<file path="src/rtl/ecc_operand_ctrl.sv">
`default_nettype none
// ============================================================================
// Module  : ecc_operand_ctrl
// Brief   : Serialises host words into ECC engine operands, launches the
//           engine and streams its results back out. Optional engine watchdog
//           is compiled in with `define ECC_OPERAND_CTRL_TIMEOUT_EN.
// Revision: 1.0 - initial release
// ============================================================================
module ecc_operand_ctrl #(
  parameter int WORD_W      = 64,
  parameter int OPND_W      = 164,
  parameter int NUM_IN      = 3,
  parameter int NUM_OUT     = 2,
  parameter int TIMEOUT_CYC = 4096
) (
  input  logic                      clk,
  input  logic                      rst,
  input  logic                      start,
  input  logic [WORD_W-1:0]         data_in,
  input  logic                      in_valid,
  output logic                      in_ready,
  output logic [NUM_IN*OPND_W-1:0]  eng_in,
  output logic                      eng_start,
  input  logic                      eng_done,
  input  logic [NUM_OUT*OPND_W-1:0] eng_out,
  output logic [WORD_W-1:0]         data_out,
  output logic                      out_valid,
  input  logic                      out_ready,
  output logic                      busy,
  output logic                      error
);

  localparam int c_wpo   = (OPND_W + WORD_W - 1) / WORD_W;
  localparam int c_pad_w = c_wpo * WORD_W;
  localparam int c_top_w = OPND_W - (c_wpo - 1) * WORD_W;
  localparam int c_n_ld  = NUM_IN * c_wpo;
  localparam int c_n_ul  = NUM_OUT * c_wpo;
  localparam int c_n_max = (c_n_ld > c_n_ul) ? c_n_ld : c_n_ul;
  localparam int c_idx_w = (c_n_max > 1) ? $clog2(c_n_max) : 1;
  localparam logic [c_idx_w-1:0] c_last_ld = c_idx_w'(c_n_ld - 1);
  localparam logic [c_idx_w-1:0] c_last_ul = c_idx_w'(c_n_ul - 1);

  typedef enum logic [2:0] {
    ST_IDLE   = 3'd0,
    ST_LOAD   = 3'd1,
    ST_LAUNCH = 3'd2,
    ST_WAIT   = 3'd3,
    ST_UNLOAD = 3'd4
`ifdef ECC_OPERAND_CTRL_TIMEOUT_EN
    ,
    ST_ERR    = 3'd5
`endif
  } state_t;

  state_t                    r_state;
  state_t                    w_next;
  logic [c_idx_w-1:0]        r_idx;
  logic [NUM_OUT*OPND_W-1:0] r_res;
  logic [c_n_ul*WORD_W-1:0]  w_res_pad;
  logic                      w_in_xfer;
  logic                      w_out_xfer;
  logic                      w_wd_expired;

  assign w_in_xfer  = (r_state == ST_LOAD) && in_valid;
  assign w_out_xfer = (r_state == ST_UNLOAD) && out_ready;

`ifdef ECC_OPERAND_CTRL_TIMEOUT_EN
  localparam int c_wd_w = $clog2(TIMEOUT_CYC + 1);
  localparam logic [c_wd_w-1:0] c_wd_last = c_wd_w'(TIMEOUT_CYC - 1);

  logic [c_wd_w-1:0] r_wd;
  logic              r_error;

  assign w_wd_expired = (r_wd == c_wd_last);
  assign error        = r_error;

  // Cycle counter restarts every time WAIT is entered; error is sticky until rst
  always_ff @(posedge clk) begin
    if (rst) begin
      r_wd    <= '0;
      r_error <= 1'b0;
    end else begin
      r_wd <= (r_state == ST_WAIT) ? r_wd + 1'b1 : '0;
      if ((r_state == ST_WAIT) && !eng_done && w_wd_expired)
        r_error <= 1'b1;
    end
  end
`else
  assign w_wd_expired = 1'b0;
  assign error        = 1'b0;
`endif

  always_ff @(posedge clk) begin
    if (rst) r_state <= ST_IDLE;
    else     r_state <= w_next;
  end

  always_comb begin
    w_next    = r_state;
    in_ready  = 1'b0;
    eng_start = 1'b0;
    out_valid = 1'b0;
    busy      = (r_state != ST_IDLE);
    case (r_state)
      ST_IDLE: begin
        if (start) w_next = ST_LOAD;
      end
      ST_LOAD: begin
        in_ready = 1'b1;
        if (in_valid && (r_idx == c_last_ld)) w_next = ST_LAUNCH;
      end
      ST_LAUNCH: begin
        eng_start = 1'b1;
        w_next    = ST_WAIT;
      end
      ST_WAIT: begin
        if (eng_done) w_next = ST_UNLOAD;
`ifdef ECC_OPERAND_CTRL_TIMEOUT_EN
        else if (w_wd_expired) w_next = ST_ERR;
`endif
      end
      ST_UNLOAD: begin
        out_valid = 1'b1;
        if (out_ready && (r_idx == c_last_ul)) w_next = ST_IDLE;
      end
`ifdef ECC_OPERAND_CTRL_TIMEOUT_EN
      ST_ERR: begin
        if (!start) w_next = ST_IDLE;
      end
`endif
      default: w_next = ST_IDLE;
    endcase
  end

  // One flat word index serves both phases and wraps at each phase end
  always_ff @(posedge clk) begin
    if (rst)
      r_idx <= '0;
    else if (w_in_xfer)
      r_idx <= (r_idx == c_last_ld) ? '0 : r_idx + 1'b1;
    else if (w_out_xfer)
      r_idx <= (r_idx == c_last_ul) ? '0 : r_idx + 1'b1;
  end

  // Each load slot keeps only the bits that belong to the operand
  for (genvar k = 0; k < c_n_ld; k++) begin : g_ld_word
    localparam int c_opnd = k / c_wpo;
    localparam int c_word = k % c_wpo;
    localparam int c_bits = (c_word == c_wpo - 1) ? c_top_w : WORD_W;

    logic [c_bits-1:0] r_word;

    always_ff @(posedge clk) begin
      if (rst)
        r_word <= '0;
      else if (w_in_xfer && (r_idx == c_idx_w'(k)))
        r_word <= data_in[c_bits-1:0];
    end

    assign eng_in[c_opnd*OPND_W + c_word*WORD_W +: c_bits] = r_word;
  end

  always_ff @(posedge clk) begin
    if (rst)
      r_res <= '0;
    else if ((r_state == ST_WAIT) && eng_done)
      r_res <= eng_out;
  end

  for (genvar j = 0; j < NUM_OUT; j++) begin : g_res_pad
    assign w_res_pad[j*c_pad_w +: c_pad_w] = c_pad_w'(r_res[j*OPND_W +: OPND_W]);
  end

  assign data_out = out_valid ? w_res_pad[r_idx*WORD_W +: WORD_W] : '0;

endmodule
`default_nettype wire

</file>
<file path="config.mk">
export PLATFORM = sky130hd
export DESIGN_NAME = ecc_operand_ctrl
export DESIGN_NICKNAME = d
export VERILOG_FILES = /design/src/rtl/ecc_operand_ctrl.sv
export SDC_FILE = /design/constraint.sdc
export NUM_CORES = 2
export LEC_CHECK = 0
export BUFFER_PORTS_ARGS = -buffer_cell sky130_fd_sc_hd__buf_2
export CAP_MARGIN = 0
export CORE_AREA = 2 2 375 377
export CTS_CLUSTER_SIZE = 14
export DETAILED_ROUTE_END_ITERATION = 12
export DIE_AREA = 0 0 377 379
export SLEW_MARGIN = 20
export SYNTH_ARGS = -nofsm -noshare
export SYNTH_HDL_FRONTEND = slang
export SYNTH_SLANG_ARGS = --single-unit
</file>
<file path="constraint.sdc">
create_clock -name clk -period 2.55 [get_ports clk]
set_clock_uncertainty 0.15 [all_clocks]
set_input_delay 0.1275 -clock clk [delete_from_list [all_inputs] [get_ports clk]]
set_output_delay 0.1275 -clock clk [all_outputs]
set_load 0.005 [all_outputs]
</file>
==> impl_metrics.ini <==
[setup_path]
required_ns = 2.27
critical_path_cell_by_cell = buf_12 > clkbuf_16 > mux2_2 > a32oi_4 > o21ai_2 > and2_1 > buf_2
reg2regPathDepth = 7
cp_data_arrival_time_ns = 2.37
worstSetupPathType = flop to primary output
start_kind = flop
slowest_stage_delay_cp_ns = 0.41
critPathMaxFanout = 4
critical_path.slowest_cell = dfxtp_4
timing.critical_path.to_type = primary output

[layout]
layout.cells.most_common = nand2_1
utilization = 0.3560
layout.filler_cells = 14030
final_non_filler_cells = 7354
syn_to_final_growth_pct = 54.49
most_frequent_cells_in_the_layout = 1,645 x nand2_1, 949 x buf_2, 822 x dfxtp_1, 812 x a21oi_1, 495 x dlygate4sd3_1
final_net_count = 5867
final_layout_size_suffix_gt1_frac = 0.2816

[synthesis]
synthesis.instances = 4058
synth.yosys.warnings = 0
ys_ff_latch = 827
netlist_area_um2 = 31990
ys_seq_area_frac = 0.5175
synthesis.area_per_instance_um2 = 7.884
synth.net_count = 4460
synth_async_sr_flop_share = 0
synth_cell_type_count = 49
commonest_register_cell_after_synthesis = dfxtp_1
synth_enable_flop_cells = 0

[flow_run]
max_cap_viol_count = 0

[floorplanning]
design.die.area_um2 = 142900
core_um2 = 138800
die_height_um = 379
die_width_um = 377
io_pins = 959
placement_rows = 137
start_util = 0.2304

[grt]
gr-usage-all-layers = 0.1996
grt_overflow = 0
grt_first_pass_wirelength_um = 215600
first_global_vias = 33580
grt_max_degree = 110
grt_antenna_before_repair = 10

[routing]
first_pass_iters = 6
route.detailed.wl_per_inst_um = 21.15
via_count = 34780
drtAntennaViolNets = 0
first_iter_violations = 2729
final_routed_drc_violation_total = 0
detail_route.vias_per_cell = 4.730
detail_route.wirelength_um = 155500

[status]
violations = negative setup slack
status = complete, but fails checks

[cts]
cts_max_path_buffers = 3
clkSinkCount = 827
cts_tree = done
clock_tree.root_cell = clkbuf_16
h-tree-depth = 3
clk_pin_slew_ns = 0.06
cts_buffers = 92
clkLatencyLatePin_ns = 0.69

[hold_path]
worst_min_delay_path_class = primary input to flop
whs_path_depth = 4

[power]
ir_worst_vdd_mv = 0.4579
power-per-cell-area_nw_per_um2 = 594.9
power_leakage_nw = 19.43

[placement]
total_of_buffers_placed_on_input_and_output_ports = 957
hpwlAfterDp_um = 95820
gp_routability_congestion = 0.8518
placed_cells_incl_taps = 6587
dp_worst_setup_slack_ns = 0.1853

[sta]
setup_viol = 41
setup_ws_ns = -0.09354
fmaxAchievable_mhz = 378.3
worst_slew_pin_slew_ns = 0.7488
timing.slew.headroom = 0.5008
rsz_0062_raised_after_global_routing = yes
finalHoldViolCount = 0
fin_crit_ns = 2.644
fraction_of_the_cycle_the_final_worst_path_needs = 1.037
fin_hold_ws_ns = 0.07312
slew_viol_final = 0
cells by family (layout without fill, tap and decap cells):
family,Yosys count,count (layout),synth area share
multiplexers,71,71,0.02495
adder cells (fa/ha/maj),4,4,0.001564
flip-flops,827,827,0.5175
AND/OR/NAND/NOR,1731,1731,0.2137
XOR/XNOR,2,2,0.0005476
buffers and inverters,372,1851,0.06558
other,1,11,0.0001172
AO/OA/AOI/OAI,1050,1050,0.1761
cells in the mapped netlist, types with 2 or more instances:
library cell / n / area [µm²]
o211ai_1: 2 / 15.01
buf_8: 4 / 60.06
nor3b_1: 3 / 22.52
nand2_1: 1646 / 6178
and3_1: 5 / 31.28
nor3_1: 3 / 15.01
or3_1: 3 / 18.77
xnor2_1: 2 / 17.52
a32oi_1: 35 / 306.5
nand3_1: 4 / 20.02
o22ai_1: 27 / 168.9
dfxtp_1: 827 / 16560
buf_6: 64 / 720.7
and2_1: 35 / 219.0
nor2_1: 8 / 30.03
clkbuf_1: 173 / 649.4
a21oi_2: 10 / 87.58
a22oi_1: 36 / 270.3
buf_4: 10 / 75.07
o21ai_1: 2 / 10.01
nand3_4: 7 / 122.6
o21ai_0: 92 / 460.4
a21oi_1: 815 / 4079
and3_4: 3 / 33.78
ha_1: 4 / 50.05
a211oi_1: 27 / 202.7
inv_1: 6 / 22.52
buf_1: 4 / 15.01
a221oi_1: 2 / 17.52
mux2_2: 70 / 788.3
buf_2: 111 / 555.5
final cells by class:
cell class	instances	area [µm²]	share of cell area
Antenna cell	10	25.02	0.0005063
Clock buffer	136	2670	0.05402
Clock inverter	30	402.9	0.008151
Inverter	6	26.28	0.0005316
Multi-Input combinational cell	2859	14330	0.2900
Sequential cell	827	16570	0.3353
Tap cell	1807	2261	0.04574
Timing Repair Buffer	1679	13140	0.2658
report_power, final:
part | switching [W] | total [W] | leakage [nW] | internal, W
combinational | 0.00142 | 0.00269 | 11.3 | 0.00127
clock | 0.00578 | 0.0137 | 1.50 | 0.00791
sequential | 0.0000449 | 0.0130 | 6.67 | 0.0130
critical path, delay by kind of cell (launching register included):
family	cells	cell delay, ns
DFF	1	0.41
buffers and inverters	3	0.40
AOI/OAI and AO/OA	2	0.37
muxes	1	0.37
and+or+nand+nor	1	0.16
flip-flops by register name, summed over array words and instances, names as in the netlist:
| register | cells |
|---|---|
| g_ld_word.r_word | 492 |
| r_res | 328 |
| r_idx | 4 |
| r_state | 3 |
metrics by stage:
| step | setup TNS [ns] | instance area [µm²] | total power, W |
|---|---|---|---|
| 2_1_floorplan | 0 | 31990 | 0.01393 |
| 3_3_place_gp | 0 | 38630 | 0.01484 |
| 3_5_place_dp | 0 | 38630 | 0.01484 |
| 4_1_cts | -4.885 | 48380 | 0.02944 |
| 5_1_grt | -8.000 | 49420 | 0.03022 |
| 6_report | -1.434 | 49430 | 0.02941 |
worst paths after layout:
path / startpoint / endpoint / slack (ns)
max: r_idx[1]$_SDFFE_PP0P_ / data_out[13] / -0.09
min: eng_out[157] / r_res[157]$_SDFFE_PP0P_ / 0.07
max reg2reg: r_state[2]$_SDFFE_PP0P_ / r_res[69]$_SDFFE_PP0P_ / 0.07
min reg2reg: g_ld_word[3].r_word[28]$_SDFFE_PP0P_ / g_ld_word[3].r_word[28]$_SDFFE_PP0P_ / 0.30
layer usage:
metal | global-route usage | share of wire
met5 | 0 | 0
met4 | 0.09245 | 0.046
met3 | 0.04381 | 0.077
met2 | 0.3387 | 0.48
met1 | 0.2397 | 0.40
repair_timing:
item	CTS	global route
resized for setup	236	125
hold buffers	495	0
hold endpoints to repair	827	0
setup endpoints to repair	64	120
setup buffers	38	25
gates cloned	22	13
pin swaps	41	49
Note: power is estimated with default switching activity, not from simulation.
